`config.mk`:
```
export PLATFORM = sky130hd
export DESIGN_NAME = icache_refill
export DESIGN_NICKNAME = d
export VERILOG_FILES = /design/src/rtl/icache_refill.sv
export SDC_FILE = /design/constraint.sdc
export NUM_CORES = 1
export LEC_CHECK = 0
export CAP_MARGIN = 20
export CORE_MARGIN = 2
export CORE_UTILIZATION = 29
export DETAILED_ROUTE_END_ITERATION = 7
export MAX_ROUTING_LAYER = met4
export PLACE_DENSITY = 0.79
export SYNTH_ARGS = -nofsm -noshare
export SYNTH_HDL_FRONTEND = slang
export SYNTH_SLANG_ARGS = --single-unit
```
`constraint.sdc`:
```
create_clock -name clk_core -period 1.71 [get_ports clk_core]
set_input_delay 0.2565 -clock clk_core [delete_from_list [all_inputs] [get_ports clk_core]]
set_output_delay 0.2565 -clock clk_core [all_outputs]
set_load 0.005 [all_outputs]
```
`src/rtl/icache_refill.sv`:
```
// icache_refill: instruction-cache miss/refill engine.
// Issues one line-aligned burst read per miss and writes every returned beat into the CAM.
// The critical word is forwarded to fetch as it streams past.
// Completion, with an error qualifier, is reported back to fetch.
module icache_refill #(
    parameter int unsigned    LINE_WORDS = 4,
    localparam int unsigned   OFF_W      = $clog2(LINE_WORDS)
) (
    input  logic              clk_core,
    input  logic              reset,
    input  logic              miss_req,
    input  logic [26:0]       miss_paddr,
    output logic              miss_ready,
    input  logic              flush,
    output logic              bus_req,
    output logic [26:0]       bus_addr,
    output logic [4:0]        bus_len,
    input  logic              bus_ack,
    input  logic              bus_rvalid,
    input  logic [31:0]       bus_rdata,
    input  logic              bus_rerr,
    output logic [9:0]        cam_write_index,
    output logic              cam_write_req_data,
    output logic [31:0]       cam_write_data,
    output logic              cam_write_req_tag_flags,
    output logic [16:0]       cam_write_tag,
    output logic [1:0]        cam_write_flags,
    output logic              fwd_valid,
    output logic [31:0]       fwd_data,
    output logic              refill_done,
    output logic              refill_err
);

    localparam int unsigned LINE_W = 27 - OFF_W;
    localparam logic [OFF_W-1:0] LastBeat = OFF_W'(LINE_WORDS - 1);

    typedef enum logic [2:0] {
        StIdle,
        StReq,
        StFill,
        StDrain,
        StDone
    } state_e;

    state_e              r_state;
    logic [LINE_W-1:0]   r_line;
    logic [OFF_W-1:0]    r_crit;
    logic [OFF_W-1:0]    r_beat;
    logic                r_err;

    logic [26:0]         w_waddr;
    logic                w_wr;
    logic                w_beat_bad;

    assign w_waddr    = {r_line, r_beat};
    assign w_wr       = (r_state == StFill) && bus_rvalid;
    // A beat is invalid if it errors itself or any earlier beat of this line did.
    assign w_beat_bad = bus_rerr || r_err;

    // Refill sequencing: latch the miss, hand off the burst, count beats, report once.
    always_ff @(posedge clk_core) begin
        if (reset) begin
            r_state <= StIdle;
            r_line  <= '0;
            r_crit  <= '0;
            r_beat  <= '0;
            r_err   <= 1'b0;
        end else begin
            unique case (r_state)
                StIdle: begin
                    if (miss_req) begin
                        r_line  <= miss_paddr[26:OFF_W];
                        r_crit  <= miss_paddr[OFF_W-1:0];
                        r_state <= StReq;
                    end
                end
                StReq: begin
                    if (bus_ack) begin
                        // Once the command is accepted the beats will come; flush must drain them.
                        r_beat  <= '0;
                        r_state <= flush ? StDrain : StFill;
                    end else if (flush) begin
                        r_state <= StIdle;
                    end
                end
                StFill: begin
                    if (bus_rvalid) begin
                        r_beat <= r_beat + OFF_W'(1);
                        if (bus_rerr) begin
                            r_err <= 1'b1;
                        end
                        if (r_beat == LastBeat) begin
                            r_state <= StDone;
                        end else if (flush) begin
                            r_state <= StDrain;
                        end
                    end else if (flush) begin
                        r_state <= StDrain;
                    end
                end
                StDrain: begin
                    if (bus_rvalid) begin
                        r_beat <= r_beat + OFF_W'(1);
                        if (r_beat == LastBeat) begin
                            r_state <= StDone;
                        end
                    end
                end
                StDone: begin
                    r_err   <= 1'b0;
                    r_state <= StIdle;
                end
                default: r_state <= StIdle;
            endcase
        end
    end

    // Outputs: state decodes plus the same-cycle CAM write and critical-word bypass.
    always_comb begin
        miss_ready              = (r_state == StIdle);
        bus_req                 = (r_state == StReq);
        bus_addr                = '0;
        bus_len                 = '0;
        if (r_state == StReq) begin
            bus_addr = {r_line, {OFF_W{1'b0}}};
            bus_len  = 5'(LINE_WORDS);
        end
        cam_write_req_data      = w_wr;
        cam_write_req_tag_flags = w_wr;
        cam_write_index         = '0;
        cam_write_data          = '0;
        cam_write_tag           = '0;
        cam_write_flags         = '0;
        if (w_wr) begin
            cam_write_index = w_waddr[9:0];
            cam_write_data  = bus_rdata;
            cam_write_tag   = w_waddr[26:10];
            cam_write_flags = {1'b0, ~w_beat_bad};
        end
        fwd_valid               = w_wr && (r_beat == r_crit) && !w_beat_bad;
        fwd_data                = fwd_valid ? bus_rdata : '0;
        refill_done             = (r_state == StDone);
        refill_err              = (r_state == StDone) && r_err;
    end

    // Read beats are only legal while a burst is outstanding.
    assert property (@(posedge clk_core) disable iff (reset)
        bus_rvalid |-> (r_state == StFill || r_state == StDrain));

endmodule

```
Word-level counts from Yosys, hierarchy flattened
Index checks and enable logic that the tools add are counted.
{"block": "word_totals", "reg_bits": 33, "inputBits": 66, "out_inout_bits": 132}
{"block": "classes", "eq_ne": 14, "bitwise": 1, "n_reduce_logical": 14, "muxes": 23, "n_addsub": 1}
{"cell": "2-to-1 mux 32 bit", "n": 2}
{"cell": "2-to-1 mux 27 bit", "n": 1}
{"cell": "2-to-1 mux 3 bit", "n": 9}
{"cell": "2-to-1 mux 17 bit", "n": 1}
{"cell": "one-hot mux 3 bit (4 select lines)", "n": 1}
{"cell": "2-to-1 mux 10 bit", "n": 1}
{"cell": "inequality test 2 bit, second input constant", "n": 5}
{"cell": "== test 3 x 2 -> 1 bit, second input constant", "n": 2}
{"cell": "AND reduction 3 bit", "n": 2}
{"cell": "logical AND 1 bit", "n": 4}
{"cell": "2-to-1 mux 1 bit", "n": 4}
{"cell": "2-to-1 mux 2 bit", "n": 2}
{"cell": "inequality test 2 x 1 -> 1 bit, second input constant", "n": 2}
{"cell": "one-hot mux 2 bit (2 select lines)", "n": 1}
{"cell": "AND reduction 4 bit", "n": 1}
{"cell": "nonzero test 2 bit", "n": 2}
{"cell": "== test 3 x 1 -> 1 bit, second input constant", "n": 1}
{"cell": "== test 3 bit, second input constant", "n": 1}
{"cell": "zero test 3 bit", "n": 1}
{"cell": "inequality test 3 x 2 -> 1 bit, second input constant", "n": 1}
{"cell": "adder 2 x 1 -> 2 bit, second input constant", "n": 1}
{"cell": "== test 2 bit", "n": 1}
{"cell": "== test 2 bit, second input constant", "n": 1}
{"cell": "one-hot mux 1 bit (2 select lines)", "n": 1}
{"cell": "5 further kinds", "n": 5}

Longest topological paths before layout
{"block": "logic_depth", "depth_word": 5, "mapped_depth": 6, "mapped_depth_nobuf": 4}

Least setup slack after synthesis
No wires, ideal clock.
{"block": "synth_timing", "path_kind": "register to output", "startpoint": "register r_err", "endpoint": "output fwd_data[22]", "path_stages_with_launch": 5, "slack_ns": -0.084, "arrival_ns": 1.538, "cell_sequence": "dfxtp_1 or4b_4 nor4_4 buf_6 and2_1"}
{"block": "synth_via", "elab_chain_cells": 4}
{"element": "from (decl)", "line_no": "49", "source": "logic r_err;"}
{"element": "from (signal assigned)", "line_no": "67", "source": "r_err <= 1'b0;"}
{"element": "from (signal assigned)", "line_no": "90", "source": "r_err <= 1'b1;"}
{"element": "from (signal assigned)", "line_no": "110", "source": "r_err <= 1'b0;"}
{"element": "logical OR 1 bit", "line_no": "58", "source": "assign w_beat_bad = bus_rerr || r_err;"}
{"element": "zero test 1 bit", "line_no": "140", "source": "fwd_valid = w_wr && (r_beat == r_crit) && !w_beat_bad;"}
{"element": "logical AND 1 bit", "line_no": "140"}
{"element": "named net fwd_valid", "line_no": "28", "source": "output logic fwd_valid,"}
{"element": "2-to-1 mux 32 bit", "line_no": "141", "source": "fwd_data = fwd_valid ? bus_rdata : '0;"}
{"element": "to (decl)", "line_no": "29", "source": "output logic [31:0] fwd_data,"}
The timed path passes the listed nets, and every way through them passes these cells.

Worst setup path in the final report
{"block": "layout_timing", "startpoint": "register r_state[2]", "endpoint": "output cam_write_index[3]"}
{"block": "layout_via", "elab_chain_cells": 3}
{"element": "from (decl)", "line_no": "45", "source": "state_e r_state;"}
{"element": "from (signal assigned)", "line_no": "63", "source": "r_state <= StIdle;"}
{"element": "from (signal assigned)", "line_no": "74", "source": "r_state <= StReq;"}
{"element": "from (signal assigned)", "line_no": "81", "source": "r_state <= flush ? StDrain : StFill;"}
{"element": "== test 3 x 2 -> 1 bit", "line_no": "56", "source": "assign w_wr = (r_state == StFill) && bus_rvalid;"}
{"element": "logical AND 1 bit", "line_no": "56"}
{"element": "2-to-1 mux 10 bit", "line_no": "134", "source": "if (w_wr) begin"}
{"element": "to (decl)", "line_no": "22", "source": "output logic [9:0] cam_write_index,"}
Every way passes these cells.

==> results.yml <==
clocking:
  cts_buffer_depth: 2
  clkSlewWorstSetupHoldPaths_ns: 0.07
  clkSinkCount: 33
  cts_buf_count: 5
  clock_insertion_delay_worst_skew_ns: 0.28
  cts_tree: "done"
  cts_root_buf: "sky130_fd_sc_hd__clkbuf_8"
  cts_htree_levels: 2
  cts_hold_buffers: 0
die:
  rows: 31
  chipWidth_um: 91.4
  floorplan.io_pins: 198
  fp.dieH_um: 91.4
  initial_core_util_pct: 30.2
  design.core.area_mm2: 0.00733
  die-area_mm2: 0.00835
critical_path:
  cp_max_fo: 8
  timing.critical_path.required_ns: 1.45
  cp-start-kind: "register"
  worst_setup_path_end_kind: "primary output"
  critical_path_arrival_ns: 1.90
  path_class: "register to primary output"
global_route:
  grt_first_pass_wirelength_um: 16000
  number_of_antenna_violations_at_the_first_check_in_global_routing: 1
  first_global_vias: 3078
  globalRoute.totalOverflow: 0
  grt_max_degree: 28
  gr-usage-all-layers_pct: 24.6
routing:
  post-route-drc-count: 0
  wire_length_per_cell_after_detailed_routing_um: 17.4
  avgViaCountPerCell: 4.70
  detailedRoute.firstIterationViolations: 88
  dr.pass1.iters: 4
  drtAntennaViolNets: 0
  routed-via-count: 3171
  drt_wl_total_um: 11700
cells_and_area:
  mostFrequentLayoutCell: "sky130_fd_sc_hd__buf_6"
  flow.area_growth_from_synthesis_pct: 163
  final_nets: 641
  final_cell_count_no_fill: 674
  nFillCells: 465
  post_route_cells_drive_above_1_share_pct: 65.0
  final_cell_mix: "sky130_fd_sc_hd__buf_6 (153), sky130_fd_sc_hd__and2_4 (92), sky130_fd_sc_hd__clkdlybuf4s50_1 (63)"
timing:
  max_freq_mhz: 464
  totalNegativeSetupSlack_ns: -41.09
  layout_min_cycle_time_ns: 2.15
  post-route-worst-setup-slack_ns: -0.444
  finalHoldViolCount: 0
  maxSlewViolCount: 0
  rsz0062_at_grt: "true"
  number_of_failing_setup_endpoints_in_the_final_timing_report: 149
  timing.final.crit_share_pct: 126
  worst_clock_skew_ns: 0.00658
synth:
  synthesis.instances: 305
  synth_async_sr_flop_share_pct: 0
  synth_area_per_cell_um2: 7.26
  ys_seq_elements: 33
  dominantRegCellSynth: "sky130_fd_sc_hd__dfxtp_1"
  number_of_distinct_library_cells_after_synthesis: 32
  synth_area_mm2: 0.00221
  count_of_flip_flops_with_a_built_in_enable_after_synthesis: 0
  yosysWarningCount: 0
  synth-seq-area-share_pct: 29.8
power:
  power.density_cell_area_mw_per_mm2: 530
  static-leakage-power_nw: 2.75
  ir_drop_mv: 0.388
outcome:
  violations: "negative setup slack"
  status: "finished with violations"
hold_path:
  hold_path_class: "primary input to register"
placed_design:
  dpl.cell_count: 590
  io_buffer_count: 190
  place_hpwl_um: 6600
  place.gp.congestion: 0.839
job:
  drv_cap: 0
==> registers in the layout, indices dropped and copies added (netlist names) <==
name,flops
r_beat,2
r_crit,2
r_err,1
r_line,25
r_state,3
==> layout make-up <==
type                       count  area, µm²  share of cell area, %
inverter                       3       11.3                  0.193
multi-input combinational    243       1830                   31.4
clock inverter                 1       7.51                  0.129
tap                           99        124                   2.13
sequential                    33        666                   11.4
timing repair buffer         288       3100                   53.2
antenna                        1       2.50                 0.0430
clock buffer                   6       82.6                   1.42
==> metrics by stage <==
step,utilization [%],power [mW],instance area [µm²],setup WS (ns),hold slack [ns]
2_1_floorplan,-,1.22,2260,-0.0753,0.392
3_3_place_gp,58.9,1.67,4320,-0.965,0.451
3_5_place_dp,58.9,1.69,4320,-1.01,0.454
4_1_cts,69.1,2.72,5060,-0.564,0.441
5_1_grt,79.5,3.22,5830,-0.503,0.487
6_report,79.5,3.09,5830,-0.444,0.444
==> final timing paths <==
| path | startpoint | endpoint | slack [ns] | cells past startpoint |
|---|---|---|---|---|
| max | r_state[2] | cam_write_index[3] | -0.44 | 9 |
| min | bus_rerr | r_err | 0.44 | 3 |
| max reg2reg | r_state[2] | r_line[2] | -0.16 | 8 |
| min reg2reg | r_line[1] | r_line[1] | 0.48 | 2 |
==> cell families (layout without fill, tap and decap cells) <==
| logic type | Yosys count | in the layout | share of synthesized area, % |
|---|---|---|---|
| compound gates | 37 | 37 | 9.10 |
| xor+xnor | 2 | 2 | 0.791 |
| fa+ha+maj | 1 | 1 | 0.565 |
| buf+inv | 35 | 298 | 8.70 |
| flops | 33 | 33 | 29.8 |
| other cells | 1 | 8 | 0.169 |
| simple gates | 196 | 196 | 50.8 |
==> per-layer routing <==
layer	wire [µm]	global-route usage [%]	share of wire, %
met1	4290	26.0	37
met2	6460	45.0	55
met3	711	5.56	6.1
met4	256	8.21	2.2
met5	0	-	0
==> Yosys cell counts, types with 2 or more instances <==
master                       n  share of area, %
sky130_fd_sc_hd__dfxtp_1    33                30
sky130_fd_sc_hd__nor2_1      5              0.85
sky130_fd_sc_hd__buf_4       9               3.1
sky130_fd_sc_hd__and2_1    117                33
sky130_fd_sc_hd__buf_6       3               1.5
sky130_fd_sc_hd__a21oi_1    30               6.8
sky130_fd_sc_hd__o32ai_1     2              0.79
sky130_fd_sc_hd__xor2_1      2              0.79
sky130_fd_sc_hd__inv_1       3              0.51
sky130_fd_sc_hd__nor3_1      3              0.68
sky130_fd_sc_hd__nand2_1    57               9.7
sky130_fd_sc_hd__nand2b_1    3              0.85
sky130_fd_sc_hd__clkbuf_1   16               2.7
sky130_fd_sc_hd__buf_2       4              0.90
==> timing repair <==
item	CTS	global route
gates resized for setup	599	220
gates cloned	11	6
setup endpoints to repair	125	152
pin swaps	32	29
buffers inserted	54	23
==> worst max-delay path: stages, from the launching register on <==
cell and delay, ns:
sky130_fd_sc_hd__dfxtp_2 0.32, sky130_fd_sc_hd__buf_4 0.13, sky130_fd_sc_hd__buf_6 0.11, sky130_fd_sc_hd__and4bb_4 0.39, sky130_fd_sc_hd__buf_12 0.14, sky130_fd_sc_hd__buf_8 0.12
sky130_fd_sc_hd__buf_6 0.10, sky130_fd_sc_hd__buf_6 0.09, sky130_fd_sc_hd__and2_1 0.11, sky130_fd_sc_hd__buf_2 0.10
==> report_power, final <==
part / internal [mW] / switching (mW) / total, mW
registers: 0.838 / 0.0717 / 0.910
clock network: 0.319 / 0.302 / 0.620
logic: 0.958 / 0.597 / 1.55
Note: power is estimated with default switching activity, not from simulation.
